## src/rtl/spc_stack_ctl.sv

```systemverilog
// SPC subroutine-stack sequencer: microcode push/pop/replace, spco refresh, depth/flags, halted debug access.
// Latency: uc op 1 cycle + 1 refresh cycle; debug ack 2 cycles after accept. No backpressure: microcode must not step while busy.
// Optional SPC_STACK_CTL_TRAP_EN: suppress overflowing push / underflowing pop and pulse spc_trap.
module spc_stack_ctl #(
   parameter int PTR_BITS   = 5,
   parameter int DATA_WIDTH = 19
) (
   input  logic                  clk,
   input  logic                  reset,
   input  logic                  state_fetch,
   input  logic                  uc_push,
   input  logic                  uc_pop,
   input  logic [DATA_WIDTH-1:0] uc_data,
   input  logic                  uc_halt,
   input  logic                  dbg_req,
   input  logic                  dbg_we,
   input  logic [DATA_WIDTH-1:0] dbg_wdata,
   output logic                  dbg_ack,
   output logic [DATA_WIDTH-1:0] dbg_rdata,
   input  logic [DATA_WIDTH-1:0] spco,
   output logic [DATA_WIDTH-1:0] spcw,
   output logic                  spcnt,
   output logic                  spush,
   output logic                  swp,
   output logic                  srp,
   output logic [PTR_BITS:0]     depth,
   output logic                  spc_ovf,
   output logic                  spc_unf,
   input  logic                  err_clr
`ifdef SPC_STACK_CTL_TRAP_EN
   ,
   output logic                  spc_trap
`endif
);

`ifdef SPC_STACK_CTL_TRAP_EN
   localparam bit TRAP_EN = 1'b1;
`else
   localparam bit TRAP_EN = 1'b0;
`endif

   localparam logic [PTR_BITS:0] DEPTH_MAX = {1'b1, {PTR_BITS{1'b0}}};
   localparam logic [PTR_BITS:0] DEPTH_ONE = {{PTR_BITS{1'b0}}, 1'b1};

   typedef enum logic [2:0] {IDLE, REFRESH, DBG_RD, DBG_WR, DBG_ACK} state_t;

   state_t                state_q, state_d;
   logic [PTR_BITS:0]     depth_q, depth_d;
   logic                  ovf_q, unf_q, ovf_set, unf_set;
   logic                  dbg_rd_q, dbg_rd_d;
   logic [DATA_WIDTH-1:0] rdata_q;
   logic                  spcnt_c, spush_c, swp_c, srp_c, ack_c;
   logic                  is_full, is_empty, idle_op, trap_hit, rd_ack;

   assign is_full  = (depth_q == DEPTH_MAX);
   assign is_empty = (depth_q == '0);
   assign idle_op  = (state_q == IDLE) && state_fetch && (uc_push || uc_pop);
   // Only a lone push at full or a lone pop at empty can trap; replace always proceeds.
   assign trap_hit = TRAP_EN && idle_op && (uc_push != uc_pop) && (uc_push ? is_full : is_empty);
   assign rd_ack   = (state_q == DBG_ACK) && dbg_rd_q;

   always_comb begin
      state_d  = state_q;
      depth_d  = depth_q;
      dbg_rd_d = dbg_rd_q;
      ovf_set  = 1'b0;
      unf_set  = 1'b0;
      spcnt_c  = 1'b0;
      spush_c  = 1'b0;
      swp_c    = 1'b0;
      srp_c    = 1'b0;
      ack_c    = 1'b0;
      spcw     = uc_data;
      case (state_q)
         IDLE: begin
            if (idle_op) begin
               state_d = REFRESH;
               if (uc_push && uc_pop) begin
                  swp_c   = 1'b1;
                  unf_set = is_empty;
               end else if (uc_push) begin
                  ovf_set = is_full;
                  if (trap_hit) begin
                     state_d = IDLE;
                  end else begin
                     spcnt_c = 1'b1;
                     spush_c = 1'b1;
                     swp_c   = 1'b1;
                     if (!is_full) depth_d = depth_q + DEPTH_ONE;
                  end
               end else begin
                  unf_set = is_empty;
                  if (trap_hit) begin
                     state_d = IDLE;
                  end else begin
                     spcnt_c = 1'b1;
                     if (!is_empty) depth_d = depth_q - DEPTH_ONE;
                  end
               end
            end else if (!state_fetch && uc_halt && dbg_req) begin
               state_d  = dbg_we ? DBG_WR : DBG_RD;
               dbg_rd_d = !dbg_we;
            end
         end
         REFRESH: begin
            srp_c   = 1'b1;
            state_d = IDLE;
         end
         DBG_RD: begin
            srp_c   = 1'b1;
            state_d = DBG_ACK;
         end
         DBG_WR: begin
            swp_c   = 1'b1;
            spcw    = dbg_wdata;
            state_d = DBG_ACK;
         end
         DBG_ACK: begin
            ack_c   = 1'b1;
            srp_c   = !dbg_rd_q;
            state_d = IDLE;
         end
         default: state_d = IDLE;
      endcase
   end

   // Strobes are forced low while reset is held so an aborted operation never completes.
   assign spcnt     = spcnt_c & ~reset;
   assign spush     = spush_c & ~reset;
   assign swp       = swp_c & ~reset;
   assign srp       = srp_c & ~reset;
   assign dbg_ack   = ack_c & ~reset;
   assign dbg_rdata = rd_ack ? spco : rdata_q;
   assign depth     = depth_q;
   assign spc_ovf   = ovf_q;
   assign spc_unf   = unf_q;
`ifdef SPC_STACK_CTL_TRAP_EN
   assign spc_trap  = trap_hit & ~reset;
`endif

   always_ff @(posedge clk) begin
      if (reset) begin
         state_q  <= IDLE;
         depth_q  <= '0;
         ovf_q    <= 1'b0;
         unf_q    <= 1'b0;
         dbg_rd_q <= 1'b0;
         rdata_q  <= '0;
      end else begin
         state_q  <= state_d;
         depth_q  <= depth_d;
         dbg_rd_q <= dbg_rd_d;
         ovf_q    <= ovf_set | (ovf_q & ~err_clr);
         unf_q    <= unf_set | (unf_q & ~err_clr);
         if (rd_ack) rdata_q <= spco;
      end
   end

endmodule
```

## config.mk

```make
export PLATFORM = sky130hd
export DESIGN_NAME = spc_stack_ctl
export DESIGN_NICKNAME = d
export VERILOG_FILES = /design/src/rtl/spc_stack_ctl.sv
export SDC_FILE = /design/constraint.sdc
export NUM_CORES = 1
export LEC_CHECK = 0
export ABC_AREA = 1
export BUFFER_PORTS_ARGS = -buffer_cell sky130_fd_sc_hd__buf_2
export CORE_MARGIN = 1
export CORE_UTILIZATION = 44
export DETAILED_ROUTE_END_ITERATION = 7
export HOLD_SLACK_MARGIN = 0.1
export PLACE_DENSITY = 0.81
export SLEW_MARGIN = 20
export SYNTH_ARGS = -nofsm -noshare
export SYNTH_HDL_FRONTEND = slang
export SYNTH_SLANG_ARGS = --single-unit
```

## constraint.sdc

```tcl
create_clock -name clk -period 1.7 [get_ports clk]
set_input_delay 0.085 -clock clk [delete_from_list [all_inputs] [get_ports clk]]
set_output_delay 0.085 -clock clk [all_outputs]
set_load 0.02 [all_outputs]
```

* Word level (Yosys, flattened, before mapping)
Index checks and enable logic that the tools add are counted.
** Cells by class
- $add $sub $neg :: 2
- Equality and inequality tests :: 8
- Muxes and demuxes :: 29
- Bitwise gates (word level) :: 13
- Reduce and logical (&&, ||, !) cells :: 16
** Operator list (count)
- $mux 19 :: 2
- $mux 1 :: 19
- $mux 6 :: 3
- $and 1x1->1 :: 7
- $add 6x1->6 const B :: 1
- $eq 3x2->1 const B :: 2
- $eq 6x6->1 const B :: 1
- $logic_and 1x1->1 :: 6
- $logic_not 6->1 :: 1
- $mux 3 :: 2
- $pmux 3 s2 :: 1
- $sub 6x1->6 const B :: 1
- $reduce_and 5->1 :: 1
- $ne 2x2->1 const B :: 2
- $not 1->1 :: 4
- $pmux 1 s2 :: 2
- $reduce_or 2->1 :: 2
- $eq 3x1->1 const B :: 1
- $eq 3x3->1 const B :: 1
- $logic_not 1->1 :: 3
- $logic_not 3->1 :: 1
- $ne 3x2->1 const B :: 1
- $reduce_and 3->1 :: 1
- $or 1x1->1 :: 2
- $logic_or 1x1->1 :: 1
** Storage, ports and cells
- Bits in registers :: 31
- Input bits :: 66
- Output and inout bits :: 51
- Word-level logic and storage cells :: 74

* Longest topological paths before layout
Gate-level depths: netlist of run 1.
- Word-level depth :: 6
- Mapped depth :: 10
- Depth with buffers taken out :: 10

* Worst setup path after synthesis of run 1
No wires, ideal clock.
- Kind :: register -> register
- From :: register depth_q[2] (netlist: depth[2])
- To :: register depth_q[5] (netlist: depth[5])
- Setup time :: 0.113 ns
- Arrival :: 1.430 ns
- Required time :: 1.587 ns
- Setup slack :: 0.157 ns
- Cell stages (with the launch flop) :: 9
- Path buffers :: 0
- Period minus slack after synthesis :: 1.543 ns
- Path through :: dfxtp_1 > ha_1 > or2_2 > nand3b_1 > nand2_1 > nand2_1 > nand2_1 > nor2_1 > nor2_1
** On the way
- Cells in the longest elaborated chain, start to end :: 3
- Elaborated cells on any way between the ends :: 10
- Those cells by class :: add/sub (2); eq/ne (3); mux (3); reduce/logical (2)
** Ends and longest elaborated chain
- start, declared :: line 48 : logic [PTR_BITS:0] depth_q, depth_d;
- start signal, assigned :: line 151 : depth_q <= depth_d;
- $sub 6x1->6, or another cell as far along :: line 97 : if (!is_empty) depth_d = depth_q - DEPTH_ONE;
- $mux 6, or another cell as far along :: line 97
- $mux 6 or $reduce_and 5->1 (tied branches)
Several ways; a longest one is shown, not always the timed one. The select of a mux whose other input is x is not followed.
A chain may end at the register's enable or synchronous reset.

* Worst setup path in the final report of run 1
- From :: register state_q[0]
- To :: output port dbg_rdata[5]
** On the way
- Cells in the longest elaborated chain, start to end :: 3
** Ends and longest elaborated chain
- start, declared :: line 47 : state_t state_q, state_d;
- start signal, assigned :: line 150 : state_q <= state_d;
- $eq 3x3->1 :: line 60 : assign rd_ack = (state_q == DBG_ACK) && dbg_rd_q;
- $logic_and 1x1->1 :: line 60
- $mux 19
- end, declared :: line 19 : output logic [DATA_WIDTH-1:0] dbg_rdata,
No other way between the ends.

==> results of run 1 <==
==> metrics by stage <==
| step | setup WS, ns | power [mW] |
|---|---|---|
| finish | 0.0114 | 2.04 |
| CTS | 0.00236 | 2.06 |
| floorplan | 0.157 | 1.09 |
| detailed placement | 0.150 | 1.26 |
| global placement | 0.198 | 1.26 |
| global route | -0.0581 | 2.16 |
==> layout make-up <==
type / instances / share of cell area [%]
Timing Repair Buffer: 143 / 29.5
Clock buffer: 6 / 2.72
Multi-Input combinational cell: 176 / 37.2
Sequential cell: 31 / 20.5
Tap cell: 52 / 2.14
Clock inverter: 2 / 1.15
Inverter: 55 / 6.79
==> synth_stat cells (3+ instances only) <==
master	count	area share, %
a211oi_1	15	5.6
a211oi_2	4	2.5
a21oi_1	27	6.7
buf_2	5	1.2
buf_6	3	1.7
dfxtp_1	31	31
ha_1	4	2.5
inv_1	52	9.7
mux2_2	19	11
nand2_1	26	4.8
nand3_1	9	2.2
nand3b_1	3	1.1
nor2_1	28	5.2
nor3_1	3	0.74
o21ai_0	5	1.2
or2_1	9	2.8
or2_2	11	3.4
==> cell usage in the layout (no fill, tap or decap), types with 2 or more instances in the layout <==
master / synthesis / final
buf_2: 5 / 106
inv_1: 52 / 52
dfxtp_1: 31 / 29
nor2_1: 28 / 27
nand2_1: 26 / 26
a21oi_1: 27 / 24
dlygate4sd3_1: 0 / 20
mux2_2: 19 / 19
a211oi_1: 15 / 15
buf_4: 1 / 14
or2_2: 11 / 11
nand3_1: 9 / 9
or2_1: 9 / 9
clkbuf_8: 0 / 6
o21ai_0: 5 / 5
a211oi_2: 4 / 4
ha_1: 4 / 4
a21oi_2: 0 / 3
nor3_1: 3 / 3
nor2_2: 2 / 3
nand3b_1: 3 / 3
buf_12: 0 / 3
nand3_2: 2 / 2
inv_2: 2 / 2
nand2_2: 2 / 2
xor2_1: 2 / 2
dfxtp_2: 0 / 2
==> critical path: stages (launching register included) <==
cell and delay [ns]:
dfxtp_2 0.35, nor2_4 0.13, nand3_2 0.07, inv_2 0.10, buf_12 0.18, or2_1 0.11, inv_1 0.07, a21oi_2 0.15
buf_4 0.16
==> worst min path at each step <==
stage	start	slack, ns	endpoint	cells past startpoint
after floorplan	spco[18]	0.24	rdata_q[18]	2
after global placement	spco[2]	0.35	rdata_q[2]	3
after detailed placement	spco[2]	0.36	rdata_q[2]	3
after CTS	reset	0.12	state_q[2]	2
after global routing	err_clr	0.13	spc_ovf	4
final	reset	0.12	state_q[1]	2
==> power groups by stage <==
stage               registers [mW]  logic (mW)  clock network [mW]
floorplan                    0.812       0.282                   0
global placement             0.790       0.465                   0
detailed placement           0.790       0.473                   0
CTS                          0.774       0.514               0.768
global route                 0.779       0.583               0.798
finish                       0.776       0.521               0.745
==> state kept, by name, summed over array words and instances (netlist names) <==
register  cells
dbg_rd_q      1
spc_ovf       1
spc_unf       1
state_q       3
depth         6
rdata_q      19
==> what timing repair did <==
item / 4_1_cts / 5_1_grt
hold buffers: 20 / 0
setup buffers: 1 / 0
endpoints found under the hold margin: 20 / 0
setup endpoints to repair: 20 / 36
pin swaps: 1 / 0
gates resized for setup: 1 / 18
==> logic make-up after synthesis <==
group           synth area share (%)
simple gates                    24.0
flops                           30.7
fa+ha+maj                       3.47
xor+xnor                        1.30
buf+inv                         13.9
mux                             10.6
compound gates                  16.0
==> per-layer routing <==
layer	GRT usage [%]	routed length, um	vias up
met5	0	0	-
met4	5.78	11	0
met3	4.80	254	2
met2	39.2	2750	72
met1	25.0	2340	979
li1	-	-	1154
==> metrics.csv, run 1 <==
metric,value,unit
status,finished clean,
final setup violation count,0,
post-DP HPWL,3.70,mm
storage element area,623,um2
critical path required time,1.62,ns
slew margin rel.,82.5,%
Num CTS Buffers,5,
Crit path arrival time,1.60,ns
Worst Hold Margin,0.118,ns
share of cells above drive strength 1,43.8,%
Gate power share,25.5,%
Overflow after GRT,0,
Reg power frac,38.0,%
Leak Pwr,1.64,nW
YS warnings,0,
GPL Wtd Cong,0.902,
Core ar.,4380,um2
Util after Layout,69.3,%
IO buf count,116,
fmax,0.592,GHz
Tot GR Track Use,21.4,%
RSZ-0062 raised after global routing,yes,
Clock Skews,0.00360,ns
Synth Net Count,344,
Antenna diodes,0,
sequential fraction of the synthesis area,30.7,%
Worst-Margin Slew,0.260,ns
DP Area,2660,um2
max-slew violation count,0,
Post-Syn Area,2020,um2
Filler Cell Count,354,
DR DRC count,0,
Setup crit start,state_q[0],
die extent in y,69.7,um
post-route setup TNS,0,ns
Syn Area/Cell,7.40,um2
CTS tree,built,
initial antenna violation count,0,
total number of vias,2207,
Switching Fraction,28.5,%
FF-to-FF setup slack,0.21,ns
# rows,24,
Critical Path End,dbg_rdata[5],
Post-Route WL,5.35,mm
clock root cell,clkbuf_8,
crit path max fanout,31,
CP startpoint kind,flop,
HP Class,primary input to flop,
NetSw,0.583,mW
Yosys reg bits,31,
"CTS clk-pin slew, worst paths",0.06,ns
post-synthesis cell type count,31,
Mapped Cells,273,
Worst VDD drop,0.589,mV
I/O pin count,117,
CTS HTree Levels,2,
vias in the first global route,2035,
Critical Path End Type,output port,
Skew-Pair Late Insertion Delay,0.28,ns
via/cell ratio,4.75,
count of final hold-check violations,0,
Most used DFF post-synth,dfxtp_1,
multi-input combinational cell area,1130,um2
Layout area overhead,50.6,%
fin crit period,1.69,ns
PwrDens,672,nW/um2
clock tree buffer depth,2,
Async SR Flop Fraction,0,%
antenna-violating nets left,0,
final instance area,3040,um2
cell internal pwr,1.46,mW
Final nets,483,
clock sink count,31,
Critical R2R Capture,depth[5],
Post-synth EDFFs,0,
wire per inst,11.5,um
kind of critical path,flop to output port,
starting density of the core,46.1,%
number of max-cap violations,0,
Die W,69.7,um
Reg2Reg Depth,8,
reg2reg start,depth[2],
clock share of power,36.5,%
placed cell count,436,
final non-filler cell total,465,
DIE AREA,4860,um2
global-route wire length before repair,8.56,mm
1st-iter DRT viols,115,
period utilization,99.3,%
pin count of the biggest net entering global routing,32,
Pre-Repair DR Iteration Count,4,
No activity file was read; power rests on OpenSTA's default activity.
==> run 2, diff against run 1 <==
--- a/constraint.sdc
+++ b/constraint.sdc
@@ -3,2 +3,2 @@
 set_output_delay 0.085 -clock clk [all_outputs]
-set_load 0.02 [all_outputs]
+set_load 0.05 [all_outputs]
==> run 2 against run 1 <==
The flow now finishes with violations (negative setup slack). Largest cell class unchanged. Critical path type unchanged. Utilization rose by 8.1 points. Count of clock-buffer cells in the layout unchanged. Sequential power is essentially flat. Largest power group unchanged. Non-clock buffer count grew 14. Wire length grew 21%. First-iteration DRC count shrank 17%. Worst setup slack worse by 0.039 ns. Final cell count is 3.2% higher.
==> metrics.csv, run 2 (synthesis results as in run 1) <==
metric,value,unit,change
status,finished with violations,,was finished clean
failing checks,negative setup slack,,
Overflow after GRT,0,,unchanged
Crit path max-delay family,buffers and inverters,,unchanged
final setup violation count,1,,was 0
Worst VDD drop,0.527,mV,was 0.589 mV
final non-filler cell total,480,,was 465
HP Class,primary input to flop,,unchanged
Leak Pwr,1.76,nW,was 1.64 nW
starting density of the core,46.1,%,unchanged
Worst-Margin Slew,0.280,ns,was 0.260 ns
vias in the first global route,2059,,"was 2,035"
count of final hold-check violations,0,,unchanged
Skew-Pair Late Insertion Delay,0.28,ns,about the same
delay of the slowest critical-path stage,0.36,ns,was 0.35 ns
CP startpoint kind,flop,,unchanged
period utilization,102,%,was 99.3%
DR DRC count,0,,unchanged
critical path required time,1.62,ns,about the same
crit path max fanout,7,,was 31
slew margin rel.,81.2,%,was 82.5%
wire per inst,13.5,um,was 11.5 um
Num CTS Buffers,5,,unchanged
Setup crit start,state_q[0],,unchanged
IO buf count,116,,unchanged
via/cell ratio,4.99,,was 4.75
# rows,24,,unchanged
met3 wire length,274,um,was 254 um
clock root cell,clkbuf_8,,unchanged
Core ar.,4380,um2,unchanged
global-route wire length before repair,9.06,mm,was 8.56 mm
die extent in y,69.7,um,unchanged
Design Power,2.18,mW,was 2.04 mW
DIE AREA,4860,um2,unchanged
number of max-cap violations,0,,unchanged
initial antenna violation count,0,,unchanged
Critical Path End Type,output port,,unchanged
CTS HTree Levels,2,,unchanged
post-route setup TNS,-0.0275,ns,was 0 ns
RSZ-0062 raised after global routing,yes,,unchanged
Tot GR Track Use,22.9,%,was 21.4%
top sig layer,met4,,unchanged
Pre-Repair DR Iteration Count,4,,unchanged
Final Worst Setup Slack,-0.0275,ns,was 0.0114 ns
Filler Cell Count,292,,was 354
"leading cell type in the layout, fill and taps excluded",buf_2,,unchanged
FF-to-FF setup slack,0.21,ns,about the same
multi-input combinational cell area,1220,um2,was 1130 um2
hold path startpoint,err_clr,,was reset
GPL Wtd Cong,0.896,,was 0.902
placed cell count,437,,was 436
reg2reg start,depth[0],,was depth[2]
clock tree buffer depth,2,,unchanged
Post-Route WL,6.46,mm,was 5.35 mm
CP Depth,8,,unchanged
share of cells above drive strength 1,54.2,%,was 43.8%
PwrDens,643,nW/um2,was 672 nW/um2
met2 wire length,3.40,mm,was 2.75 mm
Layout area overhead,68.1,%,was 50.6%
WL met1,2.65,mm,was 2.34 mm
storage element area,636,um2,was 623 um2
fmax,0.579,GHz,was 0.592 GHz
kind of critical path,flop to output port,,unchanged
total number of vias,2394,,"was 2,207"
Slowest cell on crit path,dfxtp_4,,was dfxtp_2
max-slew violation count,0,,unchanged
post-DP HPWL,3.72,mm,was 3.70 mm
"CTS clk-pin slew, worst paths",0.07,ns,was 0.06 ns
hold-critical path depth,4,,was 2
clock sink count,31,,unchanged
antenna-violating nets left,0,,unchanged
most frequent cells in the layout,"buf_2 (94), inv_1 (36), nor2_1 (27)",,"was buf_2 (106), inv_1 (52), dfxtp_1 (29)"
Largest register FFs,19,,unchanged
I/O pin count,117,,unchanged
fin crit period,1.73,ns,was 1.69 ns
Top reg by flops,rdata_q,,unchanged
Final nets,498,,was 483
pin count of the biggest net entering global routing,34,,was 32
Antenna diodes,0,,unchanged
Die W,69.7,um,unchanged
1st-iter DRT viols,95,,was 115
Critical R2R Capture,depth[4],,was depth[5]
Crit path arrival time,1.64,ns,was 1.60 ns
Clock Skews,0.00293,ns,was 0.00360 ns
"Buf+Inv Stages, Crit Path",4,,unchanged
Reg2Reg Depth,6,,was 8
Hold Path End,spc_ovf,,was state_q[1]
crit-path cells,nor2_4 -> nand3_4 -> inv_8 -> clkbuf_16 -> or2_1 -> inv_2 -> a21oi_2 -> buf_6,,was nor2_4 -> nand3_2 -> inv_2 -> buf_12 -> or2_1 -> inv_1 -> a21oi_2 -> buf_4
CTS tree,built,,unchanged
-- run 2: how the worst max path moves through the flow --
stage	endpoint	slack, ns
after global placement	dbg_rdata[11]	0.21
after floorplan	dbg_rdata[0]	-0.09
after detailed placement	dbg_rdata[11]	0.16
final	dbg_rdata[6]	-0.03
after global routing	dbg_rdata[6]	-0.11
after CTS	dbg_rdata[18]	-0.02
-- run 2: metrics by stage --
stage	worst slack [ns]	area, um2	hold slack, ns	utilization (%)
after floorplan	-0.0933	2030	0.241	-
after global placement	0.207	2680	0.350	61.2
after detailed placement	0.160	2680	0.358	61.2
after CTS	-0.0177	3060	0.104	69.7
after global routing	-0.108	3390	0.137	77.4
final	-0.0275	3390	0.123	77.4
-- run 2: repair_timing --
item | CTS | global route
setup endpoints to repair | 19 | 38
gates cloned | 0 | 5
resized for setup | 22 | 62
endpoints found under the hold margin | 20 | 0
hold buffers | 20 | 0
buffers inserted | 0 | 10
pin swaps | 0 | 3
-- run 2: layout make-up --
cell class	count	area share, %
inverters	55	6.30
multi-input cells	176	35.9
repair buffers	157	33.5
clock inverters	2	1.03
well taps	52	1.92
repair inverters	1	0.147
clock buffers	6	2.43
flip-flops and latches	31	18.7
-- run 2: routing by layer --
| layer | vias up | global-route usage (%) |
|---|---|---|
| li1 | 1185 | - |
| met1 | 1111 | 27.7 |
| met2 | 84 | 39.9 |
| met3 | 14 | 5.23 |
| met4 | 0 | 7.78 |
| met5 | - | 0 |
-- run 2: report_power, final --
part / total, mW / leakage (nW) / switching [mW] / internal (mW)
clock: 0.749 / 0.0612 / 0.275 / 0.474
combinational: 0.655 / 1.44 / 0.412 / 0.243
sequential: 0.777 / 0.254 / 0.0278 / 0.750
total: 2.18 / 1.76 / 0.715 / 1.47
-- run 2: worst reg2reg max path, cell delays in order, from the launching register on --
cell and delay [ns]:
dfxtp_2 0.38, inv_1 0.07, fa_1 0.43, o21ai_0 0.24
xor2_1 0.18, nor2_1 0.05, nor2_1 0.09
